File: config.mk
export PLATFORM = sky130hd
export DESIGN_NAME = stopwatch_controller_flat
export DESIGN_NICKNAME = d
export VERILOG_FILES = /design/src/rtl/stopwatch_pkg.sv /design/src/rtl/stopwatch_controller_if.sv /design/src/rtl/bcd_digit_counter.sv /design/src/rtl/stopwatch_controller.sv /design/src/flat_wrapper.sv
export SDC_FILE = /design/constraint.sdc
export NUM_CORES = 1
export LEC_CHECK = 0
export BUFFER_PORTS_ARGS = -buffer_cell sky130_fd_sc_hd__buf_2
export CAP_MARGIN = 20
export CORE_ASPECT_RATIO = 1.75
export CORE_MARGIN = 2
export CORE_UTILIZATION = 35
export CTS_CLUSTER_DIAMETER = 30
export DETAILED_ROUTE_END_ITERATION = 12
export PLACE_DENSITY = 0.57
export SYNTH_ARGS = -nofsm -noshare
export SYNTH_HDL_FRONTEND = slang
export SYNTH_HIERARCHICAL = 1
export SYNTH_SLANG_ARGS = --single-unit
File: constraint.sdc
create_clock -name clk -period 7.9 [get_ports clk]
set_input_delay 0.395 -clock clk [delete_from_list [all_inputs] [get_ports clk]]
set_output_delay 0.395 -clock clk [all_outputs]
set_load 0.005 [all_outputs]
File: src/rtl/stopwatch_pkg.sv
// Shared types and constants for the stopwatch controller.
//   state_e   : controller FSM states
//   bcd_t     : one 4-bit BCD digit
//   stamp_t   : full time stamp, seven BCD digits (min1 in the MSBs, ms0 in the LSBs)
//   MS_MAX, SEC_MAX : highest millisecond and second values before carry
//   bcd_digit / digit_modulus : constant helpers used to size the digit chain
package stopwatch_pkg;

   localparam int unsigned MS_MAX  = 999;
   localparam int unsigned SEC_MAX = 59;

   typedef logic [3:0] bcd_t;

   typedef enum logic [1:0] {
      StIdle    = 2'd0,
      StRunning = 2'd1,
      StPaused  = 2'd2
   } state_e;

   typedef struct packed {
      bcd_t min1;
      bcd_t min0;
      bcd_t sec1;
      bcd_t sec0;
      bcd_t ms2;
      bcd_t ms1;
      bcd_t ms0;
   } stamp_t;

   // Decimal digit 'pos' (0 = units) of 'value'.
   function automatic bcd_t bcd_digit(int unsigned value, int unsigned pos);
      int unsigned v;
      v = value;
      for (int unsigned i = 0; i < pos; i++) begin
         v = v / 10;
      end
      return bcd_t'(v % 10);
   endfunction

   // Roll-over modulus of digit 'idx' in the chain (0 = ms units .. 6 = minutes tens).
   // Minutes digits count freely 0-9; the MAX_MINUTES limit is applied as a wrap.
   function automatic int unsigned digit_modulus(int unsigned idx);
      if (idx < 3) begin
         return 32'(bcd_digit(MS_MAX, idx)) + 1;
      end
      if (idx < 5) begin
         return 32'(bcd_digit(SEC_MAX, idx - 3)) + 1;
      end
      return 10;
   endfunction

endpackage

File: src/rtl/stopwatch_controller_if.sv
// Signal bundle between the stopwatch controller and its environment.
//   startBtn/stopBtn/resetBtn/lapBtn : one-cycle button requests
//   oneMilliSecond                   : one-cycle tick from the 1 ms timer
//   preload/preloadTime              : load a time stamp into the count (test/debug hook)
//   enableTimer, msDigits, secDigits, minDigits, running, overflow : controller outputs
// modport slave is the controller side, modport master the environment side.
interface stopwatch_controller_if;
   import stopwatch_pkg::*;

   logic        startBtn;
   logic        stopBtn;
   logic        resetBtn;
   logic        lapBtn;
   logic        oneMilliSecond;
   logic        preload;
   stamp_t      preloadTime;

   logic        enableTimer;
   logic [11:0] msDigits;
   logic [7:0]  secDigits;
   logic [7:0]  minDigits;
   logic        running;
   logic        overflow;

   modport master (
      output startBtn, stopBtn, resetBtn, lapBtn, oneMilliSecond, preload, preloadTime,
      input  enableTimer, msDigits, secDigits, minDigits, running, overflow
   );

   modport slave (
      input  startBtn, stopBtn, resetBtn, lapBtn, oneMilliSecond, preload, preloadTime,
      output enableTimer, msDigits, secDigits, minDigits, running, overflow
   );

endinterface

File: src/rtl/bcd_digit_counter.sv
// One modulo-Modulus BCD digit of a ripple digit chain.
//   clk, rst_n   : clock, asynchronous active-low reset
//   clr_i        : synchronous clear (highest priority)
//   load_i       : load load_val_i (out-of-range values load as 0)
//   inc_i        : carry-in, advance by one
//   digit_o      : current digit
//   carry_o      : carry-out, inc_i while the digit sits at Modulus-1
module bcd_digit_counter
   import stopwatch_pkg::*;
#(
   parameter int unsigned Modulus = 10
) (
   input  logic clk,
   input  logic rst_n,
   input  logic clr_i,
   input  logic load_i,
   input  bcd_t load_val_i,
   input  logic inc_i,
   output bcd_t digit_o,
   output logic carry_o
);

   localparam bcd_t Top = bcd_t'(Modulus - 1);

   bcd_t digit_q, digit_d;

   assign carry_o = inc_i && (digit_q == Top);
   assign digit_o = digit_q;

   always_comb begin
      digit_d = digit_q;
      if (clr_i) begin
         digit_d = '0;
      end else if (load_i) begin
         // Never let a bad load put a non-decimal code on the outputs.
         digit_d = (load_val_i > Top) ? '0 : load_val_i;
      end else if (inc_i) begin
         digit_d = (digit_q == Top) ? '0 : digit_q + 4'd1;
      end
   end

   always_ff @(posedge clk or negedge rst_n) begin
      if (!rst_n) begin
         digit_q <= '0;
      end else begin
         digit_q <= digit_d;
      end
   end

endmodule

File: src/rtl/stopwatch_controller.sv
// Stopwatch controller: IDLE/RUNNING/PAUSED FSM driving a seven-digit BCD
// mm:ss.mmm count advanced by 1 ms ticks, wrapping after MAX_MINUTES:59.999.
//   clk, rst_n : 50 MHz clock, asynchronous active-low reset
//   sw         : stopwatch_controller_if.slave (buttons, tick, preload, outputs)
// Optional: define STOPWATCH_LAP_EN to add lap capture (frozen display while
// the count continues); otherwise lapBtn is ignored and the live count shown.
module stopwatch_controller
   import stopwatch_pkg::*;
#(
   parameter int unsigned MAX_MINUTES = 59
) (
   input  logic                  clk,
   input  logic                  rst_n,
   stopwatch_controller_if.slave sw
);

   localparam stamp_t MaxStamp = {
      bcd_digit(MAX_MINUTES, 1), bcd_digit(MAX_MINUTES, 0),
      bcd_digit(SEC_MAX, 1), bcd_digit(SEC_MAX, 0),
      bcd_digit(MS_MAX, 2), bcd_digit(MS_MAX, 1), bcd_digit(MS_MAX, 0)
   };

   state_e          state_q, state_d;
   logic            enable_q, overflow_q;
   logic            tick, load, wrap, clr;
   logic [6:0]      inc, carry;
   logic [6:0][3:0] live_vec, load_vec;
   stamp_t          live, shown;
   logic            unused_carry;

   // ---------------- FSM ----------------
   always_comb begin
      state_d = state_q;
      if (sw.resetBtn) begin
         state_d = StIdle;
      end else begin
         case (state_q)
            StRunning: if (sw.stopBtn) state_d = StPaused;
            // Start together with stop is treated as no request.
            StIdle, StPaused: if (sw.startBtn && !sw.stopBtn) state_d = StRunning;
            default: state_d = StIdle;
         endcase
      end
   end

   always_ff @(posedge clk or negedge rst_n) begin
      if (!rst_n) begin
         state_q    <= StIdle;
         enable_q   <= 1'b0;
         overflow_q <= 1'b0;
      end else begin
         state_q    <= state_d;
         enable_q   <= (state_d == StRunning);
         overflow_q <= wrap;
      end
   end

   // ---------------- digit chain ----------------
   // A tick coinciding with stop still counts (state is RUNNING); with reset it is dropped.
   assign tick     = sw.oneMilliSecond && (state_q == StRunning) && !sw.resetBtn;
   assign load     = sw.preload && !sw.resetBtn;
   assign wrap     = tick && !load && (live == MaxStamp);
   assign clr      = sw.resetBtn || wrap;
   assign load_vec = sw.preloadTime;
   assign inc      = {carry[5:0], tick};
   assign live     = stamp_t'(live_vec);
   // Minutes tens never carries out; the wrap clears the chain first.
   assign unused_carry = carry[6];

   for (genvar i = 0; i < 7; i++) begin : g_digit
      bcd_digit_counter #(
         .Modulus (digit_modulus(i))
      ) u_digit (
         .clk        (clk),
         .rst_n      (rst_n),
         .clr_i      (clr),
         .load_i     (load),
         .load_val_i (load_vec[i]),
         .inc_i      (inc[i]),
         .digit_o    (live_vec[i]),
         .carry_o    (carry[i])
      );
   end

   // ---------------- lap capture ----------------
`ifdef STOPWATCH_LAP_EN
   logic   lap_q, lap_d;
   stamp_t shadow_q, shadow_d;

   always_comb begin
      lap_d    = lap_q;
      shadow_d = shadow_q;
      if (sw.resetBtn) begin
         lap_d = 1'b0;
      end else if (lap_q && (sw.lapBtn || sw.stopBtn)) begin
         lap_d = 1'b0;
      end else if (!lap_q && sw.lapBtn && (state_q == StRunning)) begin
         lap_d    = 1'b1;
         shadow_d = live;
      end
   end

   always_ff @(posedge clk or negedge rst_n) begin
      if (!rst_n) begin
         lap_q    <= 1'b0;
         shadow_q <= '0;
      end else begin
         lap_q    <= lap_d;
         shadow_q <= shadow_d;
      end
   end

   assign shown = lap_q ? shadow_q : live;
`else
   assign shown = live;
`endif

   // ---------------- outputs ----------------
   assign sw.enableTimer = enable_q;
   assign sw.running     = (state_q == StRunning);
   assign sw.overflow    = overflow_q;
   assign sw.msDigits    = {shown.ms2, shown.ms1, shown.ms0};
   assign sw.secDigits   = {shown.sec1, shown.sec0};
   assign sw.minDigits   = {shown.min1, shown.min0};

endmodule

File: src/flat_wrapper.sv
// flat-port wrapper written by rule: the top's interface ports become plain ports
module stopwatch_controller_flat import stopwatch_pkg::*;
#(
   parameter int unsigned MAX_MINUTES = 59
)
  (clk, rst_n, sw_startBtn, sw_stopBtn, sw_resetBtn, sw_lapBtn, sw_oneMilliSecond, sw_preload, sw_preloadTime, sw_enableTimer, sw_msDigits, sw_secDigits, sw_minDigits, sw_running, sw_overflow);
  stopwatch_controller_if sw_i ();
  input  logic clk;
  input  logic rst_n;
  input wire logic [$bits(sw_i.startBtn)-1:0] sw_startBtn;
  input wire logic [$bits(sw_i.stopBtn)-1:0] sw_stopBtn;
  input wire logic [$bits(sw_i.resetBtn)-1:0] sw_resetBtn;
  input wire logic [$bits(sw_i.lapBtn)-1:0] sw_lapBtn;
  input wire logic [$bits(sw_i.oneMilliSecond)-1:0] sw_oneMilliSecond;
  input wire logic [$bits(sw_i.preload)-1:0] sw_preload;
  input wire logic [$bits(sw_i.preloadTime)-1:0] sw_preloadTime;
  output wire logic [$bits(sw_i.enableTimer)-1:0] sw_enableTimer;
  output wire logic [$bits(sw_i.msDigits)-1:0] sw_msDigits;
  output wire logic [$bits(sw_i.secDigits)-1:0] sw_secDigits;
  output wire logic [$bits(sw_i.minDigits)-1:0] sw_minDigits;
  output wire logic [$bits(sw_i.running)-1:0] sw_running;
  output wire logic [$bits(sw_i.overflow)-1:0] sw_overflow;
  assign sw_i.startBtn = sw_startBtn;
  assign sw_i.stopBtn = sw_stopBtn;
  assign sw_i.resetBtn = sw_resetBtn;
  assign sw_i.lapBtn = sw_lapBtn;
  assign sw_i.oneMilliSecond = sw_oneMilliSecond;
  assign sw_i.preload = sw_preload;
  assign sw_i.preloadTime = sw_preloadTime;
  assign sw_enableTimer = sw_i.enableTimer;
  assign sw_msDigits = sw_i.msDigits;
  assign sw_secDigits = sw_i.secDigits;
  assign sw_minDigits = sw_i.minDigits;
  assign sw_running = sw_i.running;
  assign sw_overflow = sw_i.overflow;
  stopwatch_controller #(.MAX_MINUTES(MAX_MINUTES)) u_core (.clk(clk), .rst_n(rst_n), .sw(sw_i));
endmodule
# --- Yosys cells after proc, flatten, opt, wreduce, memory -nomap -nowiden ---
# Cells that the tools add are included.
totals:
  ff_bits: 32
  latch_bits: 0
  ramBits: 0
  rom_bits: 0
  output_inout_bits: 31
  memories: 0
op_classes:
  addsub: 7
  n_mul: 0
  n_div: 0
  magnitude_cmp: 7
  n_eq_ne: 11
  shifts: 0
  n_mux: 39
  bitwise_logic: 0
  n_reduce_logical: 25
op_table:
  columns: ["op", "n"]
  rows:
  - ["4-bit two-way mux", 35]
  - ["4-bit by 1-bit adder with 4-bit output, second input constant", 7]
  - ["28-bit by 27-bit == test with 1-bit output, second input constant", 1]
  - ["4-bit == test, second input constant", 6]
  - ["4-bit > comparator, second input constant", 6]
  - ["3-bit nonzero test", 7]
  - ["1-bit logical AND", 12]
  - ["2-bit two-way mux", 3]
  - ["2-bit by 1-bit == test with 1-bit output, second input constant", 2]
  - ["4-bit by 3-bit == test with 1-bit output, second input constant", 1]
  - ["4-bit by 3-bit > comparator with 1-bit output, second input constant", 1]
  - ["2-bit case mux with 2 select lines", 1]
  - ["1-bit logical NOT", 3]
  - ["2-bit == test, second input constant", 1]
  - ["2-bit logical NOT", 1]
  - ["2-bit OR reduction", 1]
  - ["1-bit logical OR", 1]

# --- Depth between registers and ports, before layout ---
# Gate-level depths: netlist of the first run.
depth:
  ltp_word: 12
  mapped_depth: 18
  ltp_nobuf: 18

# --- Hierarchy ---
# The synthesis of the first run kept the hierarchy.
by_module_without_submodules:
  columns: ["mod", "n_inst", "cells_per_inst", "area_per_inst_um2", "seq_area_each_um2"]
  rows:
  - ["bcd_digit_counter at u_core.g_digit[0].u_digit ...", 6, 34, 295.3, 100.1]
  - ["bcd_digit_counter at u_core.g_digit[4].u_digit", 1, 33, 297.8, 100.1]
  - ["stopwatch_controller", 1, 28, 281.5, 100.1]

# --- Worst setup path after synthesis of the first run ---
# Ideal clock, no wire load.
synth_path:
  kind: "register to register"
  start: "register u_core.state_q[0]"
  end: "register u_core.g_digit[6].u_digit.digit_q[2]"
  setup_ns: 0.098
  arrival_time_ns: 3.630
  t_required_ns: 7.802
  setup_slack_ns: 4.172
  path_stages_with_launch: 19
  n_path_buf: 0
  cell_sequence: "dfrtp_1 > nor2b_1 > nand3_1 > inv_1 > inv_1 > nor2_1 > inv_1 > nor2_1 > inv_1 > nor2_1 > inv_1 > nor2_1 > nand2_1 > nor2_1 > inv_1 > nor2_1 > nand2_2 > a211o_1 > a221oi_2"
synth_between:
  elab_chain_cells: 10
  word_cells_on_any_way: 14
  classes_between: "eq/ne: 1; mux: 1; reduce/logical: 12"
synth_lines:
  columns: ["item", "line_no", "source"]
  rows:
  - ["start, declared", "stopwatch_controller.sv:23", "state_e state_q, state_d;"]
  - ["start signal, assigned", "stopwatch_controller.sv:48", "state_q <= StIdle;"]
  - ["start signal, assigned", "stopwatch_controller.sv:52", "state_q <= state_d;"]
  - ["2-bit by 1-bit == test with 1-bit output", null, null]
  - ["named net sw_running", "flat_wrapper.sv:21", "output wire logic [$bits(sw_i.running)-1:0] sw_running;"]
  - ["1-bit logical AND (2 in series)", "stopwatch_controller.sv:60", "assign tick = sw.oneMilliSecond && (state_q == StRunning) && !sw.resetBtn;"]
  - ["named net u_core.tick", "stopwatch_controller.sv:25", "logic tick, load, wrap, clr;"]
  - ["1-bit logical AND", "bcd_digit_counter.sv:27", "assign carry_o = inc_i && (digit_q == Top);"]
  - ["named net u_core.carry[0]", "stopwatch_controller.sv:26", "logic [6:0] inc, carry;"]
  - ["1-bit logical AND", "bcd_digit_counter.sv:27", null]
  - ["named net u_core.carry[1]", "stopwatch_controller.sv:26", null]
  - ["1-bit logical AND", "bcd_digit_counter.sv:27", null]
  - ["named net u_core.carry[2]", "stopwatch_controller.sv:26", null]
  - ["1-bit logical AND", "bcd_digit_counter.sv:27", null]
  - ["named net u_core.carry[3]", "stopwatch_controller.sv:26", null]
  - ["1-bit logical AND", "bcd_digit_counter.sv:27", null]
  - ["named net u_core.carry[4]", "stopwatch_controller.sv:26", null]
  - ["1-bit logical AND", "bcd_digit_counter.sv:27", null]
  - ["named net u_core.carry[5]", "stopwatch_controller.sv:26", null]
  - ["3-bit nonzero test (no source line)", null, null]
  - ["end signal, assigned", "bcd_digit_counter.sv:46", "digit_q <= digit_d;"]
  - ["end, declared", "bcd_digit_counter.sv:25", "bcd_t digit_q, digit_d;"]
# The timed path passes the listed nets, and every way through them passes these cells.
# A chain may end at the register's enable or synchronous reset.

# --- Worst setup path after layout of the first run ---
layout_path:
  start: "register u_core.state_q[0]"
  end: "register u_core.g_digit[6].u_digit.digit_q[3]"
layout_between:
  elab_chain_cells: 10
  word_cells_on_any_way: 14
  classes_between: "eq/ne: 1; mux: 1; reduce/logical: 12"
layout_lines:
  columns: ["item", "line_no"]
  rows:
  - ["2-bit by 1-bit == test with 1-bit output", "stopwatch_controller.sv:60"]
  - ["1-bit logical AND (2 in series)", "stopwatch_controller.sv:60"]
  - ["named net u_core.tick", "stopwatch_controller.sv:25"]
  - ["1-bit logical AND", "bcd_digit_counter.sv:27"]
  - ["named net u_core.carry[0]", "stopwatch_controller.sv:26"]
  - ["1-bit logical AND", "bcd_digit_counter.sv:27"]
  - ["named net u_core.carry[1]", "stopwatch_controller.sv:26"]
  - ["1-bit logical AND", "bcd_digit_counter.sv:27"]
  - ["named net u_core.carry[2]", "stopwatch_controller.sv:26"]
  - ["1-bit logical AND", "bcd_digit_counter.sv:27"]
  - ["named net u_core.carry[3]", "stopwatch_controller.sv:26"]
  - ["1-bit logical AND", "bcd_digit_counter.sv:27"]
  - ["named net u_core.carry[4]", "stopwatch_controller.sv:26"]
  - ["1-bit logical AND", "bcd_digit_counter.sv:27"]
  - ["named net u_core.carry[5]", "stopwatch_controller.sv:26"]
  - ["3-bit nonzero test (no source line)", null]
# The timed path passes the listed nets, and every way through them passes these cells.

==> metrics.md, run 1 <==
| Metric | Value |
|---|---|
| Fillers | 696 |
| Worst-Margin Slew | 0.7807 ns |
| Clk slew on worst S/H paths | 0.06 ns |
| Synth Instances | 264 |
| CTS root buf | clkbuf_16 |
| Status | complete, no violations |
| Hold-fix buffers, CTS | 0 |
| Clock skew | 0.007394 ns |
| Worst Path Required | 8.08 ns |
| DR iter-0 viols | 138 |
| Most common cell after layout, fill and taps aside | buf_2 |
| Routability Congestion | 0.7260 |
| Max FO, Critical Path | 7 |
| CP Cell Sequence | nor2b_1 > nand3_1 > inv_1 > inv_1 > nor2_1 > inv_1 > nor2_1 > inv_1 > nor2_1 > inv_1 > nor2_1 > nand2_1 > nor2_1 > inv_1 > nor2_1 > and4b_1 > o21ai_1 > a221oi_1 |
| PortBufs | 65 |
| CTS resizes | 0 |
| Vias/cell | 5.518 |
| Worst Setup End Kind | flop |
| Final hold viol count | 0 |
| CTS Buf Count | 5 |
| Post-layout minimum cycle time | 4.651 ns |
| Share of cells above drive strength 1 | 0.2703 |
| Initial core utilization | 0.3617 |
| Area of the mapped netlist | 0.002347 mm^2 |
| Pin count of the biggest net entering global routing | 64 |
| Die footprint | 0.007403 mm^2 |
| Max_cap viols | 0 |
| Max Fclk | 0.2150 GHz |
| Final nets | 382 |
| WHS | 0.1917 ns |
| Clock Tree Buf Depth | 2 |
| Commonest non-fill, non-tap cells in the layout | 65 x buf_2, 32 x dfrtp_1, 26 x a21oi_1, 22 x inv_1, 18 x nor2_1 |
| WL/cell | 14.97 um |
| Routing usage on met3 | 0.03206 |
| Fin area | 0.002933 mm^2 |
| Critical-path top delay cell | dfrtp_1 |
| Worst rel slew slack | 0.4795 |
| CP startpoint kind | flop |
| Met2 global-route usage | 0.3333 |
| Hold crit path type | input pin to asynchronous set/reset pin |
| CTS sink count | 32 |
| Post-Syn Nets | 314 |
| DRT Pass-1 Iters | 6 |
| PwrDens | 154.1 mW/mm^2 |
| Global routing usage on met1 | 0.1976 |
| Worst path max stage delay | 0.42 ns |
| H-tree depth | 2 |
| CTS tree | done |
| Total I/O pin count | 67 |
| Arr. time, crit path | 4.83 ns |
| Final Setup Violations | 0 |
| First-pass GRT wire length | 10470 um |
| Initial antenna violation count | 0 |
| Core ar. | 0.006490 mm^2 |
| Tot GR Track Use | 0.1813 |
| Vias | 2290 |
| GRT overflow | 0 |
| Clk Latency, worst-skew pair | 0.28 ns |
| Delay-heaviest family, CP | simple AND/OR/NAND/NOR gates |
| Ys Warns | 6 |
| Layer with the highest usage | met2 |
| Worst vdd ir | 0.1142 mV |
| TNS Setup | 0 ns |
| Area growth from synthesis to layout | 24.95% |
| DP Area | 0.002786 mm^2 |
| Postcts setup bufs | 0 |
| HPWL Detailed | 4442 um |
| # DRC | 0 |
| Critical path class | flop to flop |
| RSZ-0062 raised after global routing | false |
| Tcrit/Tclk final | 0.5887 |
| Die height | 112.3 um |
| Aggregate routed wire length | 6212 um |
| # diodes | 0 |
| FF-to-FF setup slack | 3.25 ns |
| Die width | 65.91 um |
| Final slew viol count | 0 |
| Post-DRT Antenna Nets | 0 |
| Num rows | 39 |
| Critical path buffers and inverters | 6 |
| Vias in the first global route | 2281 |
| Leakage Power | 1.294 nW |
| Syn_area_per_cell | 8.891 um^2 |
## layer usage
layer,routed length (um),share of wire,vias to the layer above
met1,2473,0.40,1100
met2,3441,0.55,37
met5,0,0,-
li1,-,-,1147
met3,202,0.033,6
met4,94,0.015,0
## power breakdown
part / switching (mW) / internal (mW)
Clock: 0.0729 / 0.126
Combinational: 0.0355 / 0.0313
Sequential: 0.0144 / 0.172
Total: 0.123 / 0.329
## sequential cells by signal (all words and copies together) (netlist names)
| register | cells |
|---|---|
| u_core/g_digit.u_digit/digit_o | 28 |
| u_core/state_q | 2 |
| u_core/sw.enableTimer | 1 |
| u_core/sw.overflow | 1 |
## final timing paths
| kind | end | from | depth (start not counted) |
|---|---|---|---|
| worst max-delay path | u_core/g_digit[6].u_digit/digit_o[3] | u_core/state_q[0] | 18 |
| worst min-delay path | u_core/g_digit[2].u_digit/digit_o[3] | rst_n | 1 |
| worst max register to register | u_core/g_digit[6].u_digit/digit_o[3] | u_core/state_q[0] | 18 |
| worst min register to register | u_core/state_q[0] | u_core/state_q[1] | 1 |
| max in group asynchronous | u_core/g_digit[4].u_digit/digit_o[1] | rst_n | 1 |
| min in group clk | u_core/state_q[0] | sw_stopBtn | 2 |
## per-stage QoR
stage / instances / utilization / power (mW) / worst slack, ns
after floorplan: 264 / - / 0.2230 / 4.172
after global placement: 407 / 0.4293 / 0.2561 / 3.303
after detailed placement: 407 / 0.4293 / 0.2569 / 3.224
after CTS: 415 / 0.4519 / 0.4565 / 3.241
after global routing: 415 / 0.4519 / 0.4731 / 2.634
final: 415 / 0.4519 / 0.4518 / 3.249
## layout make-up
type | instances | area [um^2] | area share
multi-input combinational | 204 | 1460 | 0.4979
clock buffer | 8 | 146.4 | 0.04991
inverter | 22 | 82.58 | 0.02816
timing repair buffer | 67 | 340.3 | 0.1160
tap | 82 | 102.6 | 0.03498
sequential | 32 | 800.8 | 0.2730
Note: power is estimated with default switching activity, not from simulation.
==> run 2: changes to the inputs <==
clock period = 4.35 ns   (was 7.9 ns; I/O delays follow)
==> metrics.md, run 2 (synthesis gave the netlist of run 1 again) <==
| Metric | Value |
|---|---|
| Status | complete, no violations |
| CTS resizes | 0 (unchanged) |
| Commonest non-fill, non-tap cells in the layout | 65 x buf_2, 32 x dfrtp_1, 26 x a21oi_1, 22 x inv_1, 18 x nor2_1 |
| # diodes | 0 (unchanged) |
| GRT overflow | 0 (unchanged) |
| PwrDens | 276.6 mW/mm^2 (+80%) |
| Layout Cells excl Fill | 419 (+0.96%) |
| Final hold viol count | 0 (unchanged) |
| Worst Path Required | 4.54 ns (-3.54 ns) |
| R2R depth | 20 (+2) |
| Clock skew | 0.003760 ns (-0.003635 ns) |
| RR Endpoint | u_core/g_digit[6].u_digit/digit_o[2] |
| Routability Congestion | 0.7321 (+0.84%) |
| Die footprint | 0.007403 mm^2 (unchanged) |
| Global routing usage on met1 | 0.2015 (+0.003948) |
| Clk Latency, worst-skew pair | 0.28 ns (about the same) |
| Max FO, Critical Path | 7 (unchanged) |
| Aggregate routed wire length | 6156 um (-0.90%) |
| Final nets | 387 (+1.3%) |
| Clock Tree Buf Depth | 2 (unchanged) |
| CTS Buf Count | 5 (unchanged) |
| WL/cell | 14.69 um (-1.8%) |
| Max FFs per register | 28 (unchanged) |
| RSZ-0062 raised after global routing | false |
| Hold crit path type | input pin to asynchronous set/reset pin |
| Min setup slack post-route | 0.8952 ns (-2.354 ns) |
| Core ar. | 0.006490 mm^2 (unchanged) |
| Postcts setup bufs | 0 (unchanged) |
| Final slew viol count | 0 (unchanged) |
| Tcrit/Tclk final | 0.7942 (+0.2055) |
| CTS tree | done |
| Total I/O pin count | 67 (unchanged) |
| Dpl cells | 412 (+1.2%) |
| Layer with the highest usage | met2 |
| Worst Setup End Kind | flop |
| Vias/cell | 5.511 (-0.13%) |
| HPWL Detailed | 4506 um (+1.4%) |
| Critical path class | flop to flop |
| Leakage Power | 1.326 nW (+2.5%) |
| CTS root buf | clkbuf_16 |
| # DRC | 0 (unchanged) |
| DP Worst Slack | 0.8882 ns (-2.336 ns) |
| Arr. time, crit path | 3.64 ns (-1.19 ns) |
| Max Fclk | 0.2895 GHz (+35%) |
| Hold-fix buffers, CTS | 0 (unchanged) |
| Worst rel slew slack | 0.4967 (+0.01719) |
| Total power | 0.8235 mW (+82%) |
| WHS | 0.01004 ns (-0.1816 ns) |
| H-tree depth | 2 (unchanged) |
| Utilization after layout | 0.4586 (+0.006748) |
| CP startpoint kind | flop |
| Vias | 2309 (+0.83%) |
| Routing usage on met3 | 0.03808 (+0.006012) |
| Share of cells above drive strength 1 | 0.2849 (+0.01460) |
| TNS Setup | 0 ns (unchanged) |
| Post-DRT Antenna Nets | 0 (unchanged) |
| Initial antenna violation count | 0 (unchanged) |
| Fin area | 0.002977 mm^2 (+1.5%) |
| Max_cap viols | 0 (unchanged) |
| Worst r2r src | u_core/state_q[0] |
| Worst-Margin Slew | 0.7549 ns (-0.02579 ns) |
| PortBufs | 65 (unchanged) |
| Met2 global-route usage | 0.3333 (unchanged) |
| Tot GR Track Use | 0.1824 (+0.001074) |
| Post-layout minimum cycle time | 3.455 ns (-1.196 ns) |
| Num rows | 39 (unchanged) |
| Die width | 65.91 um (unchanged) |
| Most common cell after layout, fill and taps aside | buf_2 |
| Die height | 112.3 um (unchanged) |
| DP Area | 0.002824 mm^2 (+1.3%) |
| Vias in the first global route | 2315 (+1.5%) |
| Final Setup Violations | 0 (unchanged) |
| Clk slew on worst S/H paths | 0.05 ns (about the same) |
| FF-to-FF setup slack | 0.90 ns (-2.35 ns) |
| Worst vdd ir | 0.2579 mV (+130%) |
| Initial core utilization | 0.3617 (unchanged) |
| Area growth from synthesis to layout | 26.81% |
| DR iter-0 viols | 108 (-22%) |
| First-pass GRT wire length | 10600 um (+1.3%) |
| CTS sink count | 32 (unchanged) |
| DRT Pass-1 Iters | 4 (-2) |
| Pin count of the biggest net entering global routing | 63 (-1.6%) |
-- run 2: cell count changes in the layout (fill, tap and decap cells not counted), sizes merged --
cell    change
clkbuf      -1
buf         +5
-- run 2: worst max-delay path by stage --
| stage | startpoint | endpoint | slack [ns] | cells past startpoint |
|---|---|---|---|---|
| floorplan | u_core/state_q[0] | u_core/g_digit[6].u_digit/digit_o[2] | 0.62 | 18 |
| global placement | u_core/state_q[0] | u_core/g_digit[6].u_digit/digit_o[2] | 0.92 | 20 |
| detailed placement | u_core/state_q[0] | u_core/g_digit[6].u_digit/digit_o[2] | 0.89 | 20 |
| CTS | u_core/state_q[0] | u_core/g_digit[6].u_digit/digit_o[2] | 0.86 | 20 |
| global route | u_core/state_q[0] | u_core/g_digit[6].u_digit/digit_o[2] | 0.43 | 20 |
| finish | u_core/state_q[0] | u_core/g_digit[6].u_digit/digit_o[2] | 0.90 | 20 |
-- run 2: area by class of cell --
type | instances | area [um^2]
Multi-Input combinational cell | 204 | 1460
Sequential cell | 32 | 800.8
Fill cell | 677 | 3513
Inverter | 22 | 82.58
Clock buffer | 7 | 152.6
Tap cell | 82 | 102.6
Timing Repair Buffer | 72 | 377.9
-- run 2: layer usage --
metal	share of wire	wire length, um
met5	0	0
met4	0.015	93
met3	0.038	234
met2	0.56	3430
met1	0.39	2399
-- run 2: power by group --
part | internal (mW) | switching, mW | leakage [nW] | total, mW
clock | 0.240 | 0.124 | 0.0760 | 0.363
combinational | 0.0569 | 0.0642 | 0.818 | 0.121
sequential | 0.313 | 0.0262 | 0.432 | 0.339
-- run 2: worst max-delay path, stage by stage (launching register included) --
cell      delay (ns)
dfrtp_1         0.41
nor2b_1         0.19
nand3_1         0.17
inv_1           0.22
inv_1           0.08
nor2_1          0.11
buf_4           0.15
inv_1           0.05
nor2_1          0.09
buf_4           0.15
inv_1           0.05
nor2_1          0.17
inv_1           0.08
nor2_1          0.15
nand2_1         0.07
nor2_1          0.14
inv_1           0.07
nor2_1          0.37
nand2_2         0.09
a211o_1         0.29
a221oi_2        0.24
